<file path="src/rtl/branch_comp_pkg.sv">
// Shared branch codes, FSM encoding and signedness helper for the iterative branch comparator.
package branch_comp_pkg;

    localparam logic [2:0] BR_EQ  = 3'b000;
    localparam logic [2:0] BR_NE  = 3'b001;
    localparam logic [2:0] BR_LT  = 3'b100;
    localparam logic [2:0] BR_GE  = 3'b101;
    localparam logic [2:0] BR_LTU = 3'b110;
    localparam logic [2:0] BR_GEU = 3'b111;

    localparam logic [1:0] ST_IDLE = 2'd0;
    localparam logic [1:0] ST_BUSY = 2'd1;
    localparam logic [1:0] ST_DONE = 2'd2;

    typedef enum logic [1:0] {
        StIdle = ST_IDLE,
        StBusy = ST_BUSY,
        StDone = ST_DONE
    } state_e;

    function automatic logic is_signed(input logic [2:0] f);
        return (f == BR_EQ) || (f == BR_NE) || (f == BR_LT) || (f == BR_GE);
    endfunction

endpackage

</file>
<file path="src/rtl/chunk_cmp.sv">
// Combinational unsigned equality / less-than on one operand chunk.
module chunk_cmp #(
    parameter int unsigned CHUNK = 8
) (
    input  logic [CHUNK-1:0] ca,
    input  logic [CHUNK-1:0] cb,
    output logic             ceq,
    output logic             clt
);

    assign ceq = (ca == cb);
    assign clt = (ca < cb);

endmodule

</file>
<file path="src/rtl/branch_comp_iter.sv">
// Iterative MSB-first branch comparator, CHUNK bits per beat behind valid/ready.
// Optional early exit on the first differing chunk: define BRANCH_COMP_EARLY_EXIT_EN.
module branch_comp_iter
    import branch_comp_pkg::*;
#(
    parameter int unsigned N     = 32,
    parameter int unsigned CHUNK = 8
) (
    input  logic         clk,
    input  logic         reset,
    input  logic         in_valid,
    output logic         in_ready,
    input  logic [N-1:0] a,
    input  logic [N-1:0] b,
    input  logic [2:0]   funct3,
    output logic         out_valid,
    input  logic         out_ready,
    output logic         taken,
    output logic         eq,
    output logic         lt,
    output logic         illegal,
    output logic         busy
);

    localparam int unsigned K    = N / CHUNK;
    localparam int unsigned CntW = (K > 1) ? $clog2(K) : 1;

    state_e            state_q, state_d;
    logic [CntW-1:0]   cnt_q, cnt_d;
    logic [N-1:0]      a_q, a_d, b_q, b_d;
    logic [2:0]        f3_q, f3_d;
    logic              diff_q, diff_d;
    logic              lt_q, lt_d;

    logic              accept, last_beat, new_diff, ceq, clt, done;
    logic [N-1:0]      a_sh, b_sh;

    assign in_ready = (state_q == StIdle) || ((state_q == StDone) && out_ready);
    assign accept   = in_valid && in_ready;

    // Shift the active chunk up to the MSB end so a single comparator serves every beat.
    assign a_sh = a_q << (int'(cnt_q) * CHUNK);
    assign b_sh = b_q << (int'(cnt_q) * CHUNK);

    chunk_cmp #(
        .CHUNK (CHUNK)
    ) u_chunk_cmp (
        .ca  (a_sh[N-1 -: CHUNK]),
        .cb  (b_sh[N-1 -: CHUNK]),
        .ceq (ceq),
        .clt (clt)
    );

    assign last_beat = (cnt_q == CntW'(K - 1));
    assign new_diff  = !diff_q && !ceq;

    always_comb begin
        state_d = state_q;
        cnt_d   = cnt_q;
        a_d     = a_q;
        b_d     = b_q;
        f3_d    = f3_q;
        diff_d  = diff_q;
        lt_d    = lt_q;
        unique case (state_q)
            StIdle: ;
            StBusy: begin
                cnt_d = cnt_q + 1'b1;
                if (new_diff) begin
                    diff_d = 1'b1;
                    lt_d   = clt;
                end
`ifdef BRANCH_COMP_EARLY_EXIT_EN
                if (last_beat || new_diff) begin
`else
                if (last_beat) begin
`endif
                    state_d = StDone;
                    cnt_d   = '0;
                end
            end
            StDone: begin
                if (out_ready && !in_valid) state_d = StIdle;
            end
            default: state_d = StIdle;
        endcase
        // Flipping the sign bit turns two's-complement order into unsigned order.
        if (accept) begin
            state_d = StBusy;
            cnt_d   = '0;
            a_d     = a ^ {is_signed(funct3), {(N-1){1'b0}}};
            b_d     = b ^ {is_signed(funct3), {(N-1){1'b0}}};
            f3_d    = funct3;
            diff_d  = 1'b0;
            lt_d    = 1'b0;
        end
    end

    always_ff @(posedge clk) begin
        if (reset) begin
            state_q <= StIdle;
            cnt_q   <= '0;
            a_q     <= '0;
            b_q     <= '0;
            f3_q    <= '0;
            diff_q  <= 1'b0;
            lt_q    <= 1'b0;
        end else begin
            state_q <= state_d;
            cnt_q   <= cnt_d;
            a_q     <= a_d;
            b_q     <= b_d;
            f3_q    <= f3_d;
            diff_q  <= diff_d;
            lt_q    <= lt_d;
        end
    end

    assign done      = (state_q == StDone);
    assign out_valid = done;
    assign busy      = (state_q == StBusy);
    assign eq        = done && !diff_q;
    assign lt        = done && lt_q;
    assign illegal   = done && ((f3_q == 3'b010) || (f3_q == 3'b011));

    always_comb begin
        taken = 1'b0;
        if (done) begin
            case (f3_q)
                BR_EQ:          taken = !diff_q;
                BR_NE:          taken = diff_q;
                BR_LT, BR_LTU:  taken = lt_q;
                BR_GE, BR_GEU:  taken = !lt_q;
                default:        taken = 1'b0;
            endcase
        end
    end

endmodule

</file>
<file path="config.mk">
export PLATFORM = sky130hd
export DESIGN_NAME = branch_comp_iter
export DESIGN_NICKNAME = d
export VERILOG_FILES = /design/src/rtl/branch_comp_pkg.sv /design/src/rtl/chunk_cmp.sv /design/src/rtl/branch_comp_iter.sv
export SDC_FILE = /design/constraint.sdc
export NUM_CORES = 1
export LEC_CHECK = 0
export CAP_MARGIN = 20
export CELL_PAD_IN_SITES_DETAIL_PLACEMENT = 1
export CELL_PAD_IN_SITES_GLOBAL_PLACEMENT = 1
export CORE_MARGIN = 4
export CORE_UTILIZATION = 33
export DETAILED_ROUTE_END_ITERATION = 16
export PLACE_DENSITY = 0.74
export REMOVE_ABC_BUFFERS = 1
export SLEW_MARGIN = 10
export SYNTH_ARGS = -nofsm -noshare
export SYNTH_HDL_FRONTEND = slang
export SYNTH_SLANG_ARGS = --single-unit
</file>
<file path="constraint.sdc">
create_clock -name clk -period 2.35 [get_ports clk]
set_input_delay 0.3525 -clock clk [delete_from_list [all_inputs] [get_ports clk]]
set_output_delay 0.3525 -clock clk [all_outputs]
set_load 0.01 [all_outputs]
</file>
==> metrics.txt, run 1 <==
core area 9370 µm²; final hold violations 0; die width 107 µm; Hold Path Depth 2; # nets final 535; latest clock arrival within the worst-skew pair 0.34 ns; Via-to-Cell Ratio 4.77; failing checks setup timing; CTS Hold Buffers Added 0; Post-Layout Cell Count 589; final instance area 4450 µm²; worst path arrival time 2.62 ns; Synth Warn # 0; Buf+Inv Stages, Crit Path 2; DIE HEIGHT 107 µm; Row Count 35; # IOs 78; Area Growth Syn to Fin 37.9%; Hold Crit Endpoint b_q[12]; met1 WL 3.80 mm; root buffer cell clkbuf_8; H-tree levels 3; detailed placer's ending HPWL 5.58 mm; WS Path Type flop to flop; Max Used Layer met4; FMAX 424 MHz; post-route minimum period 2.36 ns; pwr/cell area 635 nW/µm²; sequential cell area fraction in the yosys report 45.3%; Synth Register Bits 73; Starting Density 34.4%; R2R Path End lt_q; IO Port Bufs 77; initial antenna violation count 0; hold crit path type flop to flop; Final Cycle Share 100%; Slew headroom 50.3%; delay-heaviest family, CP simple AND/OR/NAND/NOR gates; final setup violation count 1; Worst R2R Path Depth 9; Worst R2R Start cnt_q[0]; Routed Antenna Nets 0; FF-to-FF setup slack -0.009 ns; CP max FO 7; Placed Area 4110 µm²; Inserted Diodes 0; count of cell types in the netlist 27; commonest non-fill, non-tap cells in the layout nand2_1 (136), clkdlybuf4s50_1 (76), a21oi_1 (75); Sink Count 73; CP startpoint kind flop; die area 11,400 µm²; Cell Area, Synth 3220 µm²; vias after detailed routing 2,809; share of cells above drive strength 1 13.5%; status finished with violations; Global Route Usage Sum 15.1%; first-pass GRT wire length 14.1 mm; Peak supply drop 0.240 mV; Critical Path RT 2.61 ns; CP max stage delay 0.50 ns; unrepaired setup endpoints after global routing true; placed insts 564; Post-Syn Area per Cell 8.55 µm²; 1st-iter DRT viols 69; Max-cap violations 0; Final GP Congestion 0.733; grt total ovfl 0; leakage power 1.64 nW; worst min-delay path startpoint b_q[12]; clk buf depth 2; fin. max-slew vios 0; routed wire length 8.27 mm; largest net degree at the start of global routing 74; CTS tree yes; DRC Markers 0; Synth Instances 377; CP cell instances buf_12, mux4_2, inv_2, ha_4, nor2b_4, o211ai_1, a21oi_1, or3_1, a211oi_2; clk slew on worst S/H paths 0.08 ns; clock buffer count from CTS 9; wire length on met3 403 µm; Tightest Pin Transition 0.745 ns; Slowest-stage cell, CP mux4_2; Critical Path End Type flop; number of detailed-route iterations in the first pass 4; DR WL met2 3.97 mm; commonest non-fill, non-tap cell in the layout nand2_1; final setup skew 0.0146 ns; WL per Instance 14.0 µm; Final WS setup -0.00860 ns; vias in the first global route 3,061
[metrics by stage]
step	TNS [ns]	util (%)	power, mW	setup WS (ns)	hold WS [ns]
finish	-0.00860	47.4	2.82	-0.00860	0.456
global route	-0.137	47.4	2.97	-0.137	0.476
CTS	0	46.6	2.83	0.0117	0.458
detailed placement	-0.0170	43.9	1.85	-0.0170	0.447
global placement	0	43.9	1.83	0.0367	0.440
floorplan	-0.385	-	1.61	-0.330	0.422
[where the power goes]
group | total [mW] | leakage [nW] | switching (mW) | internal [mW]
logic | 0.497 | 0.949 | 0.227 | 0.270
clock network | 0.969 | 0.0953 | 0.453 | 0.516
registers | 1.36 | 0.600 | 0.0442 | 1.31
total | 2.82 | 1.64 | 0.724 | 2.10
[cell type report]
| type | count | area [µm²] |
|---|---|---|
| inverter | 11 | 41.3 |
| clock inverter | 5 | 55.1 |
| clock buffer | 11 | 141 |
| fill | 1130 | 4930 |
| multi-input combinational | 265 | 1600 |
| timing repair buffer | 95 | 983 |
| sequential | 73 | 1470 |
| tap | 129 | 161 |
[sequential cells by signal, indices dropped and copies added (netlist names)]
name / count
a_q: 32
b_q: 32
f3_q: 3
cnt_q: 2
state_q: 2
diff_q: 1
lt_q: 1
[routing by layer]
layer / track usage (%) / vias to the layer above
met5: 0 / -
met4: 5.21 / 0
met3: 3.49 / 8
met2: 24.5 / 57
met1: 19.9 / 1327
li1: - / 1417
[synth_stat cells]
| cell type | number | area (µm²) |
|---|---|---|
| a211oi_1 | 2 | 15.0 |
| a211oi_2 | 1 | 12.5 |
| a21oi_1 | 75 | 375 |
| a221oi_1 | 1 | 8.76 |
| and2_1 | 2 | 12.5 |
| buf_2 | 7 | 35.0 |
| buf_4 | 9 | 67.6 |
| clkbuf_1 | 12 | 45.0 |
| dfxtp_1 | 73 | 1460 |
| ha_1 | 9 | 113 |
| inv_1 | 11 | 41.3 |
| mux2_2 | 1 | 11.3 |
| mux2i_1 | 1 | 10.0 |
| mux4_2 | 16 | 360 |
| nand2_1 | 137 | 514 |
| nand2b_1 | 2 | 12.5 |
| nand4_1 | 2 | 12.5 |
| nor2_1 | 3 | 11.3 |
| nor2b_1 | 2 | 12.5 |
| nor2b_2 | 1 | 8.76 |
| nor3_1 | 2 | 10.0 |
| nor3b_1 | 2 | 15.0 |
| o211ai_1 | 1 | 7.51 |
| o211ai_4 | 1 | 21.3 |
| o21ai_0 | 1 | 5.00 |
| or3_1 | 1 | 6.26 |
| xnor2_1 | 2 | 17.5 |
[cells by family (layout without fill, tap and decap cells)]
group	count (synthesis)	after routing	synth area share [%]
and+or+nand+nor	154	154	19.1
AOI/OAI and AO/OA	82	82	13.8
DFF	73	73	45.3
buffers and inverters	39	122	5.86
muxes	18	18	11.8
adders and majority gates	9	9	3.49
xor gates and xnor gates	2	2	0.544
[how the worst max path moves through the flow]
stage | from | end | slack [ns] | cells after the start
finish | cnt_q[0] | lt_q | -0.009 | 9
global placement | cnt_q[0] | lt_q | 0.04 | 8
global route | cnt_q[0] | lt_q | -0.14 | 9
CTS | cnt_q[1] | lt_q | 0.01 | 7
floorplan | cnt_q[0] | lt_q | -0.33 | 7
detailed placement | cnt_q[0] | lt_q | -0.02 | 8
[worst min-delay path: stages, from the launching register on]
cell	delay (ns)
dfxtp_1	0.31
nand2_1	0.05
a21oi_1	0.05
[timing repair]
action,CTS,global route
setup buffers,4,4
endpoints found under the setup margin,1,1
pin swaps,1,7
gates resized for setup,1,8
gates cloned,1,0
(Power assumes the default switching activity.)
==> run 2: changes to the inputs <==
--- a/config.mk
+++ b/config.mk
@@ -14,2 +14,3 @@
 export PLACE_DENSITY = 0.74
+export RECOVER_POWER = 25
 export REMOVE_ABC_BUFFERS = 1
==> constraint.sdc (replaced) <==
create_clock -name clk -period 2.35 [get_ports clk]
set_input_delay 0.47 -clock clk [delete_from_list [all_inputs] [get_ports clk]]
set_output_delay 0.47 -clock clk [all_outputs]
set_load 0.01 [all_outputs]
==> run 2 against run 1 <==
Against the previous run: the run now ends clean; clock skew fell by 0.0036 ns; via count shrank 3.2%; cell count fell by 1.4%; sequential cell count unchanged; die area unchanged; register-to-register slack better by 0.03 ns; hold slack worse by 0.0027 ns; core utilization decreased by 0.64 points.
==> metrics.txt, run 2 (same netlist as run 1, synthesis figures left out) <==
core area 9370 µm²; Via-to-Cell Ratio 4.68; detailed placer's ending HPWL 5.65 mm; multi-input logic area 1600 µm²; placed insts 563; biggest regs a_q: 32 flops, b_q: 32 flops, f3_q: 3 flops; FMAX 429 MHz; vias in the first global route 2,835; WS Path Type flop to flop; Final Cycle Share 99.1%; hold crit path type flop to flop; Routed Antenna Nets 0; die area 11,400 µm²; Sink Count 73; H-tree levels 3; combinational power share 17.0%; # fillers 1,122; Starting Density 34.4%; clock share of power 35.4%; Net Sw Frac 25.4%; number of detailed-route iterations in the first pass 4; Area Growth Syn to Fin 36.1%; commonest non-fill, non-tap cell in the layout nand2_1; share of cells above drive strength 1 11.5%; Final WS setup 0.0201 ns; status finished, final reports clean; WL per Instance 13.8 µm; routed wire length 8.03 mm; grt total ovfl 0; post-route minimum period 2.33 ns; # nets final 527; root buffer cell clkbuf_8; DIE HEIGHT 107 µm; fin. max-slew vios 0; final hold violations 0; Max-cap violations 0; die width 107 µm; setup slack at placement -0.0164 ns; final setup skew 0.0110 ns; Inserted Diodes 0; final setup violation count 0; leakage power 1.61 nW; FF-to-FF setup slack 0.02 ns; Slew headroom 50.2%; initial antenna violation count 0; clk buf depth 2; Critical Path End Type flop; Row Count 35; Post-Layout Cell Count 581; Tightest Pin Transition 0.747 ns; CP max FO 9; clock buffer count from CTS 9; Peak supply drop 0.302 mV; pwr/cell area 650 nW/µm²; largest net degree at the start of global routing 74; Critical Path RT 2.62 ns; Switch Pwr 0.723 mW; first-pass GRT wire length 13.2 mm; CP startpoint kind flop; clk slew on worst S/H paths 0.08 ns; CTS tree yes; CTS Hold Buffers Added 0; # IOs 78; DRC Markers 0; vias after detailed routing 2,719; Flop pwr share 47.6%; worst hold-check slack 0.453 ns; latest clock arrival within the worst-skew pair 0.34 ns; unrepaired setup endpoints after global routing true; FF/Latch Area 1460 µm²; worst path arrival time 2.60 ns; 1st-iter DRT viols 81; internal power 2.13 mW; total negative slack 0 ns; commonest non-fill, non-tap cells in the layout nand2_1 (136), clkdlybuf4s50_1 (76), a21oi_1 (74); Global Route Usage Sum 14.4%; Final GP Congestion 0.735; IO Port Bufs 77
[run 2: cell types whose count changed in the layout (fill, tap and decap cells not counted), sizes merged]
cell / before / now
buf: 19 / 10
clkinvlp: 2 / 1
bufbuf: 0 / 1
clkbuf: 11 / 12
[run 2: power by group through the flow]
stage	combinational [mW]	clock (mW)	sequential (mW)
6_report	0.486	1.01	1.36
5_1_grt	0.542	1.10	1.37
4_1_cts	0.483	1.03	1.36
3_5_place_dp	0.470	0	1.38
3_3_place_gp	0.457	0	1.38
2_1_floorplan	0.235	0	1.38
[run 2: timing repair]
action	4_1_cts	5_1_grt
buffers inserted	1	0
cloned	1	0
gates resized for setup	1	3
pin swaps	0	1
endpoints found under the setup margin	1	1
[run 2: stage by stage]
stage	utilization [%]	cell area [µm²]	power (mW)
2_1_floorplan	-	3080	1.61
3_3_place_gp	43.9	4120	1.84
3_5_place_dp	43.9	4120	1.85
4_1_cts	46.6	4360	2.87
5_1_grt	46.8	4390	3.00
6_report	46.8	4390	2.85
[run 2: cell type report]
type                            instances  share of cell area, %
Sequential cell                        73                   33.4
Timing Repair Buffer                   87                   20.9
Clock buffer                           12                   3.54
Tap cell                              129                   3.68
Multi-Input combinational cell        265                   36.4
Clock inverter                          4                   1.17
Inverter                               11                  0.942
[run 2: path summary, 6_finish.rpt]
path | start | depth (start not counted) | end
setup reg to reg | cnt_q[0] | 8 | lt_q
setup / recovery | cnt_q[0] | 8 | lt_q
hold reg to reg | a_q[20] | 2 | a_q[20]
hold / removal | a_q[20] | 2 | a_q[20]
[run 2: per-layer routing]
metal  share of wire (%)  track usage [%]
met1                  46             18.5
met2                  47             23.2
met3                 5.5             4.27
met4                 1.1             4.38
met5                   0                0
[run 2: worst max-delay path: stages (launching register included)]
cell	delay, ns
dfxtp_2	0.36
bufbuf_16	0.28
mux4_2	0.49
inv_1	0.07
ha_1	0.23
nand4_1	0.15
o211ai_4	0.09
or3_4	0.40
a211oi_2	0.18
